**src/rtl/sensor_word_scheduler.sv**
```systemverilog
// rtl/sensor_word_scheduler.sv - round-robin scheduler of per-sensor shadow words onto one tagged valid/ready stream
module sensor_word_scheduler #(
  parameter int NUMBER_OF_SENSORS = 20,
  parameter int ID_WIDTH          = 5,
  parameter int OVR_WIDTH         = 16
) (
  input  logic                            clock,
  input  logic                            reset_n,
  input  logic                            enable_i,
  input  logic [32*NUMBER_OF_SENSORS-1:0] sensor_data_i,
  input  logic [NUMBER_OF_SENSORS-1:0]    sensor_valid_i,
  output logic                            out_valid_o,
  input  logic                            out_ready_i,
  output logic [31:0]                     out_data_o,
  output logic [ID_WIDTH-1:0]             out_sensor_id_o,
  output logic [NUMBER_OF_SENSORS-1:0]    pending_o,
  output logic [OVR_WIDTH-1:0]            overrun_cnt_o,
  input  logic                            overrun_clr_i
);

  localparam int N = NUMBER_OF_SENSORS;

  typedef enum logic {IDLE, PRESENT} state_t;

  state_t              state;
  logic [31:0]         shadow [N];
  logic [ID_WIDTH-1:0] rr_ptr;
  logic [ID_WIDTH-1:0] grant_idx;
  logic [N-1:0]        cand_hi;
  logic [N-1:0]        cand;
  logic [N-1:0]        grant_onehot;
  logic [N-1:0]        overrun_vec;
  logic [5:0]          overrun_num;
  logic [OVR_WIDTH:0]  ovr_sum;
  logic                grant_en;

  // Pick the first pending slot strictly after rr_ptr, wrapping to the lowest pending slot.
  always_comb begin
    cand_hi   = '0;
    grant_idx = '0;
    for (int i = 0; i < N; i++) begin
      cand_hi[i] = pending_o[i] && (ID_WIDTH'(i) > rr_ptr);
    end
    cand = (|cand_hi) ? cand_hi : pending_o;
    for (int i = N - 1; i >= 0; i--) begin
      if (cand[i]) grant_idx = ID_WIDTH'(i);
    end
  end

  // A new word may start from IDLE, or in PRESENT only on the cycle the current word is accepted.
  always_comb begin
    grant_en = enable_i && (|pending_o) && ((state == IDLE) || out_ready_i);
    for (int i = 0; i < N; i++) begin
      grant_onehot[i] = grant_en && (grant_idx == ID_WIDTH'(i));
    end
    // A word being granted this cycle is not lost, so a strobe on that slot is not an overrun.
    overrun_vec = sensor_valid_i & pending_o & ~grant_onehot;
    overrun_num = '0;
    for (int i = 0; i < N; i++) begin
      overrun_num = overrun_num + 6'(overrun_vec[i]);
    end
    ovr_sum = {1'b0, overrun_cnt_o} + (OVR_WIDTH + 1)'(overrun_num);
  end

  // Capture strobed words into their shadow slots; granted slots clear unless re-strobed.
  always_ff @(posedge clock or negedge reset_n) begin
    if (!reset_n) begin
      for (int i = 0; i < N; i++) shadow[i] <= '0;
      pending_o <= '0;
    end else begin
      for (int i = 0; i < N; i++) begin
        if (sensor_valid_i[i]) shadow[i] <= sensor_data_i[32*i +: 32];
      end
      pending_o <= (pending_o & ~grant_onehot) | sensor_valid_i;
    end
  end

  // Saturating overrun counter; clear wins over a same-cycle increment.
  always_ff @(posedge clock or negedge reset_n) begin
    if (!reset_n) begin
      overrun_cnt_o <= '0;
    end else if (overrun_clr_i) begin
      overrun_cnt_o <= '0;
    end else if (ovr_sum[OVR_WIDTH]) begin
      overrun_cnt_o <= '1;
    end else begin
      overrun_cnt_o <= ovr_sum[OVR_WIDTH-1:0];
    end
  end

  // Output FSM: a grant loads the output register (pre-strobe shadow value) and moves rr_ptr.
  always_ff @(posedge clock or negedge reset_n) begin
    if (!reset_n) begin
      state           <= IDLE;
      out_valid_o     <= 1'b0;
      out_data_o      <= '0;
      out_sensor_id_o <= '0;
      rr_ptr          <= ID_WIDTH'(N - 1);
    end else begin
      case (state)
        IDLE: begin
          if (grant_en) begin
            state           <= PRESENT;
            out_valid_o     <= 1'b1;
            out_data_o      <= shadow[grant_idx];
            out_sensor_id_o <= grant_idx;
            rr_ptr          <= grant_idx;
          end
        end
        PRESENT: begin
          if (grant_en) begin
            out_data_o      <= shadow[grant_idx];
            out_sensor_id_o <= grant_idx;
            rr_ptr          <= grant_idx;
          end else if (out_ready_i) begin
            state       <= IDLE;
            out_valid_o <= 1'b0;
          end
        end
        default: begin
          state       <= IDLE;
          out_valid_o <= 1'b0;
        end
      endcase
    end
  end

endmodule
```
**config.mk**
```make
export PLATFORM = sky130hd
export DESIGN_NAME = sensor_word_scheduler
export DESIGN_NICKNAME = d
export VERILOG_FILES = /design/src/rtl/sensor_word_scheduler.sv
export SDC_FILE = /design/constraint.sdc
export NUM_CORES = 1
export LEC_CHECK = 0
export CAP_MARGIN = 10
export CORE_AREA = 8 8 279 281
export DETAILED_ROUTE_END_ITERATION = 8
export DIE_AREA = 0 0 287 289
export MAX_ROUTING_LAYER = met4
export PLACE_DENSITY_LB_ADDON = 0.3
export SYNTH_ARGS = -nofsm -noshare
export SYNTH_HDL_FRONTEND = slang
export SYNTH_SLANG_ARGS = --single-unit
```
**constraint.sdc**
```tcl
create_clock -name clock -period 14.9 [get_ports clock]
set_input_delay 1.49 -clock clock [delete_from_list [all_inputs] [get_ports clock]]
set_output_delay 1.49 -clock clock [all_outputs]
set_load 0.05 [all_outputs]
```
# == Yosys cells after proc, flatten, opt, wreduce, memory -nomap -nowiden ==
# Index checks and enable logic that the tools add are counted.
# totals
ff_bits,720
output_inout_bits,74
# classes
addsub,20
n_lt_le_gt_ge,21
eq_ne,22
muxes,36
n_bitwise,7
reduce_logical,47
# op_table
operator,n
$bmux W32 S5,1
$mux W5,21
$mux W32,3
$add A6 B1 Y6,14
$and A20 B20 Y20,3
$logic_and A1 B1 Y1,42
$eq A5 B4 Y1 const B,8
$gt A4 B5 Y1 const A,8
$reduce_or A20 Y1,2
$mux W16,2
$eq A5 B3 Y1 const B,4
$eq A5 B5 Y1 const B,4
$gt A3 B5 Y1 const A,4
$gt A5 B5 Y1 const A,4
$mux W20,1
$not A20 Y20,1
$or A20 B20 Y20,1
$add A16 B6 Y17,1
$eq A5 B2 Y1 const B,2
$gt A1 B5 Y1 const A,2
$gt A2 B5 Y1 const A,2
$add A5 B1 Y6,1
$ge A6 B6 Y1 const B,1
$mux W1,6
other kinds (12),15

# == Longest topological paths before layout ==
# Gate-level depths: netlist (run 1).
# depth
ltp_word,50
depth_mapped,37

# == Least setup slack after synthesis (run 1) ==
# Ideal clock, no wire load.
# synth_timing
kind,register to register
from,reg pending_o[6]
to,reg overrun_cnt_o[10]
arrival_time_ps,7888
path_slack_ps,6875
path_stages_with_launch,34
path_buffers,4
synth_period_minus_slack_ps,8025
path_cell_list,dfrtp_1 > buf_2 > nor2b_1 > o21ai_0 > a32o_1 > and3_1 > buf_2 > a311o_1 > o41ai_4 > nand2b_1 > clkbuf_1 > a21oi_1 > nand2_1 > o211ai_1 > fa_1 > inv_1 > fa_1 > inv_1 > fa_1 > fa_1 > inv_1 > fa_1 > fa_1 > fa_1 > a21oi_1 > nor2_1 > nor2_1 > o21bai_1 > a21oi_1 > nor2_1 > inv_1 > or3_1 > clkbuf_1 > a21oi_1
# synth_between
elab_chain_len,49
word_cells_on_any_way,91
classes_between,20 x add/sub; 19 x eq/ne; 23 x mux; 3 x bitwise; 26 x reduce/logical
# synth_lines
item,line_no,source
"start, declared",16,"output logic [NUMBER_OF_SENSORS-1:0] pending_o,"
"start signal, assigned",74,pending_o <= (pending_o & ~grant_onehot) | sensor_valid_i;
$logic_and A1 B1 Y1,42,cand_hi[i] = pending_o[i] && (ID_WIDTH'(i) > rr_ptr);
$reduce_or A20 Y1,44,cand = (|cand_hi) ? cand_hi : pending_o;
$mux W20,44,
$mux W5 (20 in series),46,if (cand[i]) grant_idx = ID_WIDTH'(i);
$eq A5 B1 Y1 / $logic_not A5 Y1 (equally long branches),54,grant_onehot[i] = grant_en && (grant_idx == ID_WIDTH'(i));
$logic_and A1 B1 Y1,54,
$not A20 Y20,57,overrun_vec = sensor_valid_i & pending_o & ~grant_onehot;
$and A20 B20 Y20 (*),57,
(+2 left out),-,
$add A3 B1 Y4,60,overrun_num = overrun_num + 6'(overrun_vec[i]);
$add A4 B1 Y5,60,
$add A5 B1 Y6,60,
$add A6 B1 Y6 (13 in series),60,
$add A6 B1 Y6 (*),60,
$add A16 B6 Y17 (*),62,"ovr_sum = {1'b0, overrun_cnt_o} + (OVR_WIDTH + 1)'(overrun_num);"
$mux W16 (*),84,end else if (ovr_sum[OVR_WIDTH]) begin
$mux W16 (*),82,end else if (overrun_clr_i) begin
"end signal, assigned",87,overrun_cnt_o <= ovr_sum[OVR_WIDTH-1:0];
"end, declared",17,"output logic [OVR_WIDTH-1:0] overrun_cnt_o,"
# Every way passes the cells marked *; elsewhere a longest branch is shown, timed or not.
# A chain may end at the register's enable or synchronous reset.

==> impl_metrics.json, run 1 <==
{
  "run_status": "complete, no violations",
  "ys_ff_latch": 718,
  "postSynthNetCount": 3491,
  "post_layout_nonfiller_instances": 4542,
  "yosysMostFrequentCell": "dfrtp_1",
  "synth.lib_cells_used.distinct": 74,
  "tritoncts.num_buffers": 79,
  "grt_max_degree": 102,
  "layout-area-overhead-vs-synth_pct": 32.3,
  "worstMarginPinSlew_ps": 1160,
  "maxClockFrequency_ghz": 0.101,
  "layout.cell_area.non_filler_sq_um": 44400,
  "postSynthCellCount": 2799,
  "timing.hold.worst_path_depth": 1,
  "share_of_synthesized_area_occupied_by_flip_flops_and_latches_pct": 53.6,
  "hold_path_class": "reg2reg",
  "ratio_of_final_minimum_period_to_clock_period_pct": 66.4,
  "floorplan.die.width_microns": 287,
  "layout.filler_cells": 6053,
  "use_met1_pct": 41.6,
  "r2r_worst_path_depth": 29,
  "ios": 739,
  "report.final.hold_viol_count": 0,
  "syn_area_sq_um": 33500,
  "design.core.area_sq_um": 73600,
  "clk_root_buffer_cell": "clkbuf_16",
  "detailed_place_hpwl_mm": 95.4,
  "ff2ff_setup_slack_ps": 5000,
  "layout-drive-gt1-share_pct": 24.8,
  "clk_transition_reported_paths_ps": 60,
  "clk-insertion-delay-late_ps": 630,
  "rsz0062_at_grt": "no",
  "leakage_nw": 18.7,
  "yosysTopAreaCellShare_pct": 53.4,
  "antenna_left": 0,
  "critical_path_required_ps": 15360,
  "dp.cells": 4355,
  "hold-path-endpoint": "out_valid_o",
  "busiest_layer": "met2",
  "floorplan.initialDensity_pct": 45.6,
  "grt_use_met2_pct": 48.4,
  "placedInstanceArea_sq_um": 41500,
  "timing.rr.start": "out_sensor_id_o[2]",
  "syn_avg_cell_area_sq_um": 12.0,
  "p_per_area_nw_per_um2": 185,
  "setup_buffers_after_cts": 0,
  "grt_usage_pct": 31.4,
  "critical-path-top-cell-by-count": "fa_1",
  "worst_hold_startpoint": "state",
  "die_y_extent_microns": 289,
  "wirelength_mm": 130,
  "grt_first_pass_wirelength_mm": 187,
  "synth_top_area_cell": "dfrtp_1",
  "critical_path.endpoint_type": "register",
  "die_area_sq_um": 82900,
  "cts_tree": "done",
  "drt-vias-per-instance": 5.69,
  "setup_failing_eps_final": 0,
  "cpMaxStageDelayCell": "dfrtp_1",
  "cp.arrival_ps": 10360,
  "number_of_global_route_vias_before_repair": 27100,
  "final_period_minus_worst_setup_slack_ps": 9900,
  "fin_worst_skew_ps": 23.1,
  "crit_path_max_incr_delay_ps": 780,
  "tritoncts_num_sinks": 718,
  "post_synth_main_area_contributors": "dfrtp_1, mux2_2, mux2i_1",
  "drt-initial-drc-count": 2158,
  "place.gp.congestion": 0.920,
  "synth_edf_count": 0,
  "timing_max_transition_violations_final": 0,
  "critPathKind": "reg2reg",
  "port_buffers": 738,
  "drc": 0,
  "totalNegativeSetupSlack_ps": 0,
  "firstDrtPassIters": 7,
  "async_reset_ff_share_pct": 100,
  "via_total_after_detailed_routing": 25900,
  "num_rows": 100,
  "worst_setup_path_start_kind": "register",
  "synth_top_flop_cell": "dfrtp_1",
  "timing.slew.headroom_pct": 22.0,
  "cts-root-to-sink-buffers": 3,
  "cts_resized": 0,
  "synthTopCellsByCount": "dfrtp_1, mux2_2, nand2_1",
  "finish.net_count": 4160,
  "number_of_antenna_violations_at_the_first_check_in_global_routing": 44,
  "timing.max_cap.violations": 0,
  "yosys_warnings": 0,
  "ctsHtreeMaxLevel": 3,
  "grt-ovfl-total": 0,
  "global_route_met3_utilization_pct": 6.94,
  "crit-reg2reg-capture": "overrun_cnt_o[5]",
  "drt-wirelength-per-cell_microns": 28.6,
  "postCtsHoldBufs": 0,
  "worst-path-max-fanout": 22,
  "worst_ir_drop_vdd_v": 0.000248
}
worst max-delay path: cells and delay by family (launching register included):
family                   cells  cell delay (ps)
adder cells (fa/ha/maj)      7             3470
AND/OR/NAND/NOR             10             2730
AO/OA/AOI/OAI                9             2510
flip-flops                   1              780
buffers and inverters        3              200
logic make-up after synthesis:
group	after synthesis	share of synthesized area (%)
mux	804	26.4
flops	718	53.6
simple gates	588	7.56
compound gates	421	7.77
buf+inv	230	3.07
fa+ha+maj	27	1.34
xor+xnor	11	0.287
placed cells by master, fill, tap and decap left out, drive strengths merged, types with 9 or more instances in the layout:
cell type	count
clkdlybuf4s50	717
dfrtp	715
mux2	640
nand2	420
a21oi	192
mux2i	164
clkbuf	113
o22ai	75
buf	68
o21ai	50
nor4	44
diode	43
inv	38
nor2	34
nand3	23
nand2b	19
o31ai	17
o211ai	16
fa	15
clkinv	14
a222oi	13
ha	12
nor2b	9
layout make-up:
cell class              instances  area, sq um  area share, %
diodes                         43          108          0.243
clock buffers                 113         2300           5.18
clock inverters                30          417          0.939
inverters                      33          124          0.279
multi-input cells            1851        14600           32.9
flip-flops and latches        718        18000           40.5
well taps                     969         1210           2.73
repair buffers                785         7640           17.2
per-layer routing:
layer / vias to the layer above / routed length, microns
li1: 11400 / -
met1: 13200 / 55300
met5: - / 0
met3: 176 / 10100
met2: 1080 / 60800
met4: 0 / 3910
sequential cells by signal (all words and copies together) (netlist names):
register / count
shadow: 640
out_data_o: 32
pending_o: 20
overrun_cnt_o: 16
out_sensor_id_o: 5
rr_ptr: 3
out_valid_o: 1
state: 1
how the worst max path moves through the flow:
stage / from / to / slack (ps) / cells past startpoint
floorplan: pending_o[6] / overrun_cnt_o[10] / 6870 / 33
global placement: out_sensor_id_o[2] / overrun_cnt_o[1] / 5150 / 29
detailed placement: out_sensor_id_o[2] / overrun_cnt_o[5] / 5100 / 29
CTS: out_sensor_id_o[2] / overrun_cnt_o[5] / 5080 / 29
global route: out_sensor_id_o[2] / overrun_cnt_o[8] / 4460 / 29
finish: out_sensor_id_o[2] / overrun_cnt_o[5] / 5000 / 29
power by group:
part           switching (W)  total, W  leakage (nW)  internal, W
registers           0.000162   0.00236          8.38      0.00220
logic                0.00244   0.00380          9.04      0.00135
clock network       0.000838   0.00204          1.32      0.00120
total                0.00344   0.00820          18.7      0.00475
through the flow:
stage	worst slack, ps	hold slack [ps]	util, %	power, W
2_1_floorplan	6870	419	-	0.00483
3_3_place_gp	5150	426	56.5	0.00613
3_5_place_dp	5100	433	56.5	0.00615
4_1_cts	5080	442	60.1	0.00821
5_1_grt	4460	471	60.3	0.00860
6_report	5000	444	60.3	0.00820
(Power assumes the default switching activity.)
==> run 2, diff against run 1 <==
Settings changed: CORE_AREA 8 8 279 281 to 8 8 282 284, DIE_AREA 0 0 287 289 to 0 0 290 292.
Clock period 14.9 ns to 9.4 ns, I/O delays scaled along.
==> impl_metrics.json, run 2 (synthesized netlist as in run 1, its figures left out) <==
{
  "place.gp.congestion": 0.948,
  "critPathKind": "reg2reg",
  "number_of_antenna_violations_at_the_first_check_in_global_routing": 46,
  "setup_failing_eps_final": 0,
  "largest_registers": "shadow (640), out_data_o (32), pending_o (20)",
  "worst-path-max-fanout": 14,
  "timing.rr.start": "out_sensor_id_o[2]",
  "timing.max_cap.violations": 0,
  "worstMarginPinSlew_ps": 1330,
  "antenna_left": 0,
  "crit_path_max_incr_delay_ps": 590,
  "tritoncts.num_buffers": 79,
  "critical-path-top-cell-by-count": "fa_1",
  "floorplan.initialDensity_pct": 44.6,
  "report.final.hold_viol_count": 0,
  "cp.arrival_ps": 9320,
  "fin_util_pct": 59.1,
  "die_area_sq_um": 84700,
  "ff2ff_setup_slack_ps": 560,
  "ctsHtreeMaxLevel": 3,
  "max_reg_flops": 640,
  "design.core.area_sq_um": 75200,
  "grt-ovfl-total": 0,
  "layout-area-overhead-vs-synth_pct": 32.4,
  "cp-startpoint": "out_sensor_id_o[2]",
  "hold_path_class": "in2async",
  "final_period_minus_worst_setup_slack_ps": 8840,
  "number_of_global_route_vias_before_repair": 27100,
  "finish.net_count": 4184,
  "clk_root_buffer_cell": "clkbuf_16",
  "drc": 0,
  "drt-initial-drc-count": 2003,
  "setup_buffers_after_cts": 0,
  "drt-vias-per-instance": 5.70,
  "maxClockFrequency_ghz": 0.113,
  "cpMaxStageDelayCell": "dfrtp_1",
  "cts_tree": "done",
  "grt_max_degree": 155,
  "registers.top_by_ff_count": "shadow",
  "floorplan.die.width_microns": 290,
  "layout_common_cells": "clkdlybuf4s50_1, dfrtp_1, mux2_2",
  "wirelength_mm": 131,
  "worst_setup_path_start_kind": "register",
  "cts-root-to-sink-buffers": 3,
  "r2r_worst_path_depth": 31,
  "timing_max_transition_violations_final": 0,
  "leakage_nw": 18.8,
  "run_status": "complete, no violations",
  "die_y_extent_microns": 292,
  "clk-insertion-delay-late_ps": 630,
  "timing.slew.headroom_pct": 10.2,
  "layout-drive-gt1-share_pct": 25.0,
  "totalNegativeSetupSlack_ps": 0,
  "firstDrtPassIters": 6,
  "port_buffers": 738,
  "grt_first_pass_wirelength_mm": 190,
  "critical_path.endpoint_type": "register",
  "clk_transition_reported_paths_ps": 60,
  "crit-reg2reg-capture": "overrun_cnt_o[5]",
  "tritoncts_num_sinks": 718,
  "drt-wirelength-per-cell_microns": 28.8,
  "p_per_area_nw_per_um2": 290,
  "grt_usage_pct": 31.0,
  "ratio_of_final_minimum_period_to_clock_period_pct": 94.1,
  "critical_path_required_ps": 9880,
  "rsz0062_at_grt": "no",
  "fin_worst_skew_ps": 21.3,
  "num_rows": 101,
  "layout.cells.most_common": "clkdlybuf4s50_1",
  "ios": 739,
  "worst_ir_drop_vdd_v": 0.000373,
  "via_total_after_detailed_routing": 26000,
  "detailed_place_hpwl_mm": 97.0
}
run 2: cell types whose count changed in the layout (fill, tap and decap cells not counted), sizes merged:
| cell | previous run | this run |
|---|---|---|
| clkbuf | 113 | 110 |
| inv | 38 | 36 |
| buf | 68 | 92 |
| bufinv | 7 | 3 |
| diode | 43 | 46 |
| clkinv | 14 | 15 |
| clkinvlp | 4 | 1 |
run 2: critical path, delay by kind of cell, from the launching register on:
kind | cells | cell delay [ps]
and+or+nand+nor | 7 | 1320
buffers and inverters | 6 | 700
DFF | 1 | 590
AOI/OAI and AO/OA | 11 | 2780
adders and majority gates | 7 | 3310
run 2: how the worst max path moves through the flow:
stage | end | cells past startpoint
3_3_place_gp | overrun_cnt_o[4] | 31
4_1_cts | overrun_cnt_o[5] | 31
6_report | overrun_cnt_o[5] | 31
2_1_floorplan | overrun_cnt_o[10] | 33
3_5_place_dp | overrun_cnt_o[5] | 31
5_1_grt | overrun_cnt_o[4] | 31
run 2: what timing repair did:
item,CTS,global route
resized for setup,0,2
setup endpoints to repair,0,11
hold buffers,0,0
run 2: stage by stage:
step	cells	hold slack (ps)	worst slack (ps)	cell area [sq um]	power, W
after floorplan	2799	419	1370	33500	0.00765
after CTS	4521	320	424	44300	0.0129
after global placement	4389	427	562	41800	0.00981
final	4567	324	556	44400	0.0129
after detailed placement	4389	438	440	41800	0.00985
after global routing	4563	348	39.4	44400	0.0135
run 2: final cells by class:
class / instances / area, sq um
timing repair buffer: 809 / 7880
clock buffer: 110 / 2250
sequential: 718 / 18000
antenna: 46 / 115
inverter: 33 / 124
multi-input combinational: 1851 / 14600
fill: 6217 / 30800
clock inverter: 22 / 258
tap: 978 / 1220
run 2: report_power, final:
group	switching, W	total [W]	internal, W
combinational	0.00391	0.00610	0.00219
sequential	0.000250	0.00373	0.00348
clock	0.00129	0.00304	0.00175
run 2: layer usage:
metal	vias up	global-route usage (%)	wire (microns)
li1	11400	-	-
met1	13300	40.2	55200
met2	1106	47.6	60800
met3	197	7.74	10700
met4	0	10.5	4680
met5	-	-	0
==> run 3, diff against run 2 <==
Settings changed: TNS_END_PERCENT set to 10.
==> results of run 3 <==
No change in the layout: final DEF, timing and power equal those of run 2.
